`src/rtl/wr_rr_arbiter_pkg.sv`:
```
// rtl/wr_rr_arbiter_pkg.sv - shared types and helpers for the write-path round-robin arbiter
package wr_rr_arbiter_pkg;

    localparam int SEL_W     = 4;
    localparam int MAX_PORTS = 1 << SEL_W;

    typedef enum logic [1:0] {
        IDLE = 2'd0,
        XFER = 2'd1,
        GAP  = 2'd2
    } arb_state_t;

    function automatic logic [SEL_W-1:0] wrap_inc(input logic [SEL_W-1:0] idx, input int n);
        return (idx == SEL_W'(n - 1)) ? '0 : idx + 1'b1;
    endfunction

endpackage

```
`src/rtl/wr_rr_arbiter_if.sv`:
```
// rtl/wr_rr_arbiter_if.sv - request/grant bundle between ingress ports, arbiter and selector
interface wr_rr_arbiter_if
    import wr_rr_arbiter_pkg::*;
#(
    parameter int num_of_ports = 16
) ();

    logic [num_of_ports-1:0] req;
    logic [num_of_ports-1:0] eop;
    logic                    enable;
    logic [SEL_W-1:0]        select;
    logic [SEL_W-1:0]        pre_selected;
    logic                    busy;
    logic [num_of_ports-1:0] grant;
    logic                    timeout_err;

    modport master (
        input  req, eop,
        output enable, select, pre_selected, busy, grant, timeout_err
    );

    modport slave (
        output req, eop,
        input  enable, select, pre_selected, busy, grant, timeout_err
    );

endinterface

```
`src/rtl/wr_rr_arbiter_rr_pick.sv`:
```
// rtl/wr_rr_arbiter_rr_pick.sv - first set bit of vec at or after ptr, scanning circularly
module rr_pick
    import wr_rr_arbiter_pkg::*;
#(
    parameter int num_of_ports = 16
) (
    input  logic [num_of_ports-1:0] vec,
    input  logic [SEL_W-1:0]        ptr,
    output logic [SEL_W-1:0]        idx,
    output logic                    found
);

    logic [MAX_PORTS-1:0] vec_ext;
    assign vec_ext = MAX_PORTS'(vec);

    // Scan offsets from farthest to nearest so the nearest hit overwrites earlier ones.
    always_comb begin
        int j;
        logic [SEL_W-1:0] jj;
        idx   = '0;
        found = 1'b0;
        j     = 0;
        jj    = '0;
        for (int k = num_of_ports - 1; k >= 0; k--) begin
            j = int'(ptr) + k;
            if (j >= num_of_ports) j = j - num_of_ports;
            jj = SEL_W'(j);
            if (vec_ext[jj]) begin
                idx   = jj;
                found = 1'b1;
            end
        end
    end

endmodule

```
`src/rtl/wr_rr_arbiter.sv`:
```
// rtl/wr_rr_arbiter.sv - packet-level round-robin arbiter driving the write channel selector
module wr_rr_arbiter
    import wr_rr_arbiter_pkg::*;
#(
    parameter int num_of_ports = 16,
    parameter int max_beats    = 64,
    parameter int cnt_width    = 7
) (
    input  logic              clk,
    input  logic              rst,
    wr_rr_arbiter_if.master   bus
);

    arb_state_t              state;
    logic [SEL_W-1:0]        ptr;
    logic [cnt_width-1:0]    beat_cnt;
    logic                    pend;

    logic [SEL_W-1:0]        pick_idx;
    logic                    pick_found;
    logic [SEL_W-1:0]        la_idx;
    logic                    la_found;
    logic [SEL_W-1:0]        next_sel;
    logic [SEL_W-1:0]        mask_sel;
    logic [SEL_W-1:0]        la_ptr;
    logic [num_of_ports-1:0] la_vec;
    logic [MAX_PORTS-1:0]    eop_ext;
    logic                    eop_hit;
    logic                    limit_hit;

    function automatic logic [num_of_ports-1:0] onehot(input logic [SEL_W-1:0] i);
        return {{(num_of_ports-1){1'b0}}, 1'b1} << i;
    endfunction

    // The lookahead masks the port about to be (or currently) granted, so busy is
    // already valid on the first beat of every packet.
    assign next_sel  = (state == IDLE) ? pick_idx : bus.pre_selected;
    assign mask_sel  = (state == XFER) ? bus.select : next_sel;
    assign la_vec    = bus.req & ~onehot(mask_sel);
    assign la_ptr    = wrap_inc(mask_sel, num_of_ports);
    assign eop_ext   = MAX_PORTS'(bus.eop);
    assign eop_hit   = eop_ext[bus.select];
    assign limit_hit = (beat_cnt == cnt_width'(max_beats - 1));

    rr_pick #(.num_of_ports(num_of_ports)) u_pick (
        .vec   (bus.req),
        .ptr   (ptr),
        .idx   (pick_idx),
        .found (pick_found)
    );

    rr_pick #(.num_of_ports(num_of_ports)) u_lookahead (
        .vec   (la_vec),
        .ptr   (la_ptr),
        .idx   (la_idx),
        .found (la_found)
    );

    always_ff @(posedge clk or negedge rst) begin
        if (!rst) begin
            state            <= IDLE;
            ptr              <= '0;
            beat_cnt         <= '0;
            pend             <= 1'b0;
            bus.enable       <= 1'b0;
            bus.select       <= '0;
            bus.pre_selected <= '0;
            bus.busy         <= 1'b0;
            bus.grant        <= '0;
            bus.timeout_err  <= 1'b0;
        end else begin
            bus.timeout_err <= 1'b0;
            case (state)
                IDLE: begin
                    if (pick_found) begin
                        bus.select <= pick_idx;
                        bus.enable <= 1'b1;
                        bus.grant  <= onehot(pick_idx);
                        bus.busy   <= la_found;
                        if (la_found) bus.pre_selected <= la_idx;
                        beat_cnt   <= '0;
                        state      <= XFER;
                    end
                end
                XFER: begin
                    beat_cnt <= beat_cnt + 1'b1;
                    if (la_found) bus.pre_selected <= la_idx;
                    if (eop_hit || limit_hit) begin
                        bus.enable      <= 1'b0;
                        bus.grant       <= '0;
                        bus.busy        <= 1'b0;
                        pend            <= la_found;
                        ptr             <= wrap_inc(bus.select, num_of_ports);
                        bus.timeout_err <= !eop_hit;
                        state           <= GAP;
                    end else begin
                        bus.busy <= la_found;
                    end
                end
                GAP: begin
                    if (pend) begin
                        bus.select <= bus.pre_selected;
                        bus.enable <= 1'b1;
                        bus.grant  <= onehot(bus.pre_selected);
                        bus.busy   <= la_found;
                        if (la_found) bus.pre_selected <= la_idx;
                        beat_cnt   <= '0;
                        pend       <= 1'b0;
                        state      <= XFER;
                    end else begin
                        state <= IDLE;
                    end
                end
                default: state <= IDLE;
            endcase
        end
    end

endmodule

```
`src/flat_wrapper.sv`:
```
// flat-port wrapper written by rule: the top's interface ports become plain ports
module wr_rr_arbiter_flat import wr_rr_arbiter_pkg::*;
#(
    parameter int num_of_ports = 16,
    parameter int max_beats    = 64,
    parameter int cnt_width    = 7
)
  (clk, rst, bus_req, bus_eop, bus_enable, bus_select, bus_pre_selected, bus_busy, bus_grant, bus_timeout_err);
  wr_rr_arbiter_if #(.num_of_ports(num_of_ports)) bus_i ();
  input  logic clk;
  input  logic rst;
  input wire logic [$bits(bus_i.req)-1:0] bus_req;
  input wire logic [$bits(bus_i.eop)-1:0] bus_eop;
  output wire logic [$bits(bus_i.enable)-1:0] bus_enable;
  output wire logic [$bits(bus_i.select)-1:0] bus_select;
  output wire logic [$bits(bus_i.pre_selected)-1:0] bus_pre_selected;
  output wire logic [$bits(bus_i.busy)-1:0] bus_busy;
  output wire logic [$bits(bus_i.grant)-1:0] bus_grant;
  output wire logic [$bits(bus_i.timeout_err)-1:0] bus_timeout_err;
  assign bus_i.req = bus_req;
  assign bus_i.eop = bus_eop;
  assign bus_enable = bus_i.enable;
  assign bus_select = bus_i.select;
  assign bus_pre_selected = bus_i.pre_selected;
  assign bus_busy = bus_i.busy;
  assign bus_grant = bus_i.grant;
  assign bus_timeout_err = bus_i.timeout_err;
  wr_rr_arbiter #(.num_of_ports(num_of_ports), .max_beats(max_beats), .cnt_width(cnt_width)) u_core (.clk(clk), .rst(rst), .bus(bus_i));
endmodule
```
`config.mk`:
```
export PLATFORM = sky130hd
export DESIGN_NAME = wr_rr_arbiter_flat
export DESIGN_NICKNAME = d
export VERILOG_FILES = /design/src/rtl/wr_rr_arbiter_pkg.sv /design/src/rtl/wr_rr_arbiter_if.sv /design/src/rtl/wr_rr_arbiter_rr_pick.sv /design/src/rtl/wr_rr_arbiter.sv /design/src/flat_wrapper.sv
export SDC_FILE = /design/constraint.sdc
export NUM_CORES = 1
export LEC_CHECK = 0
export ABC_CLOCK_PERIOD_IN_PS = 21500
export BUFFER_PORTS_ARGS = -buffer_cell sky130_fd_sc_hd__buf_2
export CORE_ASPECT_RATIO = 2
export CORE_MARGIN = 8
export CORE_UTILIZATION = 40
export CTS_CLUSTER_SIZE = 28
export DETAILED_ROUTE_END_ITERATION = 10
export GPL_TIMING_DRIVEN = 0
export PLACE_DENSITY_LB_ADDON = 0.2
export SLEW_MARGIN = 40
export SYNTH_ARGS = -nofsm -noshare
export SYNTH_HDL_FRONTEND = slang
export SYNTH_SLANG_ARGS = --single-unit
```
`constraint.sdc`:
```
create_clock -name clk -period 21.5 [get_ports clk]
set_clock_uncertainty 0.1 [all_clocks]
set_input_delay 2.15 -clock clk [delete_from_list [all_inputs] [get_ports clk]]
set_output_delay 2.15 -clock clk [all_outputs]
set_load 0.05 [all_outputs]
```
==> flow_summary.toml <==
[setup_path]
cp_slowest_cell = "clkbuf_1"
critPathRequiredTime_ps = 21590
startpoint_type = "register"
critPathKind = "register to register"
cpPeakStageDelay_ps = 580
endpoint_kind = "register"
crit_arrival_ps = 11970
cp_max_fo = 13

[grt]
grt_use_total = 0.249
gr-total-overflow = 0
grt_max_degree = 42
antenna_found_initial = 0
grt_pass1_vias = 8040
grt_pass1_wl_um = 45600

[job]
cap_violations = 0

[synth]
synth_seq_area_share = 0.138
synthFlopType = "dfrtp_1"
synthArstFlopShare = 1.00
ys_ff_latch = 41
synth_top_area_share = 0.138
synth_top_cells_by_count = "mux2i_1, nand2_1, nor2_1, a21oi_1, o21ai_0"
synth-edff-count = 0
syn_area_um2 = 7410
synth.most_common_cell = "mux2i_1"
syn_nets = 950
synth_cell_type_count = 88
synth_area_leaders = "dfrtp_1, mux2i_1, mux4_2, mux2_2, a21oi_1"
syn_inst = 894
ys_warn_count = 0
yosysTopAreaCell = "dfrtp_1"
syn_area_per_cell_um2 = 8.29

[layout]
finalNonFillerCells = 1178
n_antenna_cell = 0
synthToLayoutAreaGrowth_pct = 10.5
fin_area_um2 = 8190
drive_gt1_frac = 0.198
nets = 1017

[floorplan]
dieWidth_um = 112
dieArea_um2 = 23400
start_util = 0.407
rows = 70
die_h_um = 208
io_pins = 61
core_area_um2 = 18200

[clock_network]
htree_levels = 2
insertion_delay_ps = 280
post_cts_buffers = 0
clockRootBuffer = "clkbuf_16"
cts_buffer_depth = 2
clock-sinks = 41
cts_hold_buf = 0
ctsResizeCount = 0
numCtsBuffers = 5
path_clk_slew_ps = 60
cts_tree = "built"

[placement]
hpwl_um = 24400
place_congestion = 0.987
io_buffers = 60
placedInstanceArea_um2 = 7990
place_ws_ps = 9860
place_inst = 1170

[timing]
final_max_slew_viol_count = 0
setup_viol = 0
relSlewSlack = 0.404
max_freq_mhz = 84.2
final.setup.worst_slack_ps = 9620
tightest_slew_ps = 883
period_needed_ps = 11880
tns_ps = 0
final_hold_viol_count = 0
rsz0062_at_grt = "no"
min_period_over_period = 0.552

[detailed_routing]
drtIter0Drc = 423
vias = 7781
antenna_left = 0
viasPerCell = 6.61
drt_wl_total_um = 29900
drc = 0
wire_per_inst_um = 25.4
drt_pass1_iterations = 5

[min_path]
hp-class = "register to register"

[run_status]
status = "finished clean"
path summary, 6_finish.rpt:
path,startpoint,to,slack (ps),cells past startpoint
worst max-delay path,u_core.ptr[0],u_core.bus.pre_selected[0],9620,37
worst min-delay path,u_core.bus.enable,u_core.bus.enable,380,1
worst max register to register,u_core.ptr[0],u_core.bus.pre_selected[0],9620,37
worst min register to register,u_core.bus.enable,u_core.bus.enable,380,1
max in group asynchronous,rst,u_core.ptr[0],19210,1
min in group asynchronous,rst,u_core.bus.grant[15],1730,1
per-stage QoR:
step / utilization / hold WS (ps)
final: 0.449 / 375
after global routing: 0.449 / 404
after CTS: 0.448 / 378
after detailed placement: 0.439 / 365
after global placement: 0.438 / 361
after floorplan: - / 373
final cells by class:
| type | count | area (um^2) |
|---|---|---|
| Tap cell | 216 | 270 |
| Clock inverter | 3 | 43.8 |
| Clock buffer | 5 | 125 |
| Timing Repair Buffer | 60 | 303 |
| Sequential cell | 41 | 1030 |
| Inverter | 33 | 124 |
| Multi-Input combinational cell | 772 | 6050 |
| Buffer | 48 | 246 |
| Fill cell | 1897 | 10000 |
layer usage:
layer  global-route usage  vias to the layer above  share of wire
li1                     -                     3596              -
met5                    0                        -              0
met1                0.218                     3732           0.32
met3               0.0249                      139          0.032
met2                0.489                      314           0.55
met4                0.212                        0          0.096
kinds of logic after synthesis:
| kind of cell | count (synthesis) | synth area share |
|---|---|---|
| AND/OR/NAND/NOR | 281 | 0.190 |
| AO/OA/AOI/OAI | 277 | 0.263 |
| XOR/XNOR | 25 | 0.0351 |
| adder cells (fa/ha/maj) | 22 | 0.0372 |
| multiplexers | 167 | 0.286 |
| flip-flops | 41 | 0.138 |
| buffers and inverters | 81 | 0.0500 |
worst max-delay path, delay by kind of cell (launching register included):
kind                     cells  cell delay, ps
AO/OA/AOI/OAI                8            2020
adder cells (fa/ha/maj)      4            1690
buffers and inverters       16            4980
flip-flops                   1             380
multiplexers                 1             460
AND/OR/NAND/NOR              8            2120
flip-flops by register name (all words and copies together), names as in the netlist:
register                 cells
u_core.bus.grant            16
u_core.beat_cnt              7
u_core.bus.pre_selected      4
u_core.bus.select            4
u_core.ptr                   4
u_core.state                 2
u_core.bus.busy              1
u_core.bus.enable            1
u_core.bus.timeout_err       1
u_core.pend                  1
cells in the final DEF (no fill, tap or decap), types with 9 or more instances in the layout:
cell type,Yosys,routed
nand2_1,72,72
a221oi_1,12,12
xnor2_1,13,11
inv_1,27,27
a211oi_1,9,9
dfrtp_1,41,41
o31ai_1,16,16
buf_2,8,67
a21oi_1,57,56
mux2_2,32,32
mux4_2,28,28
and2_1,10,10
o22ai_1,11,11
o21ai_0,53,53
nand3_1,28,28
nor2_1,70,70
a21o_1,9,9
clkbuf_1,28,28
mux2i_1,95,94
a22o_1,23,23
or3_1,9,9
ha_1,22,22
nor3_1,27,27
nand2b_1,12,12
Power is not shown: default switching activity piles up to over one toggle a cycle in this logic, so the estimate is an artifact.
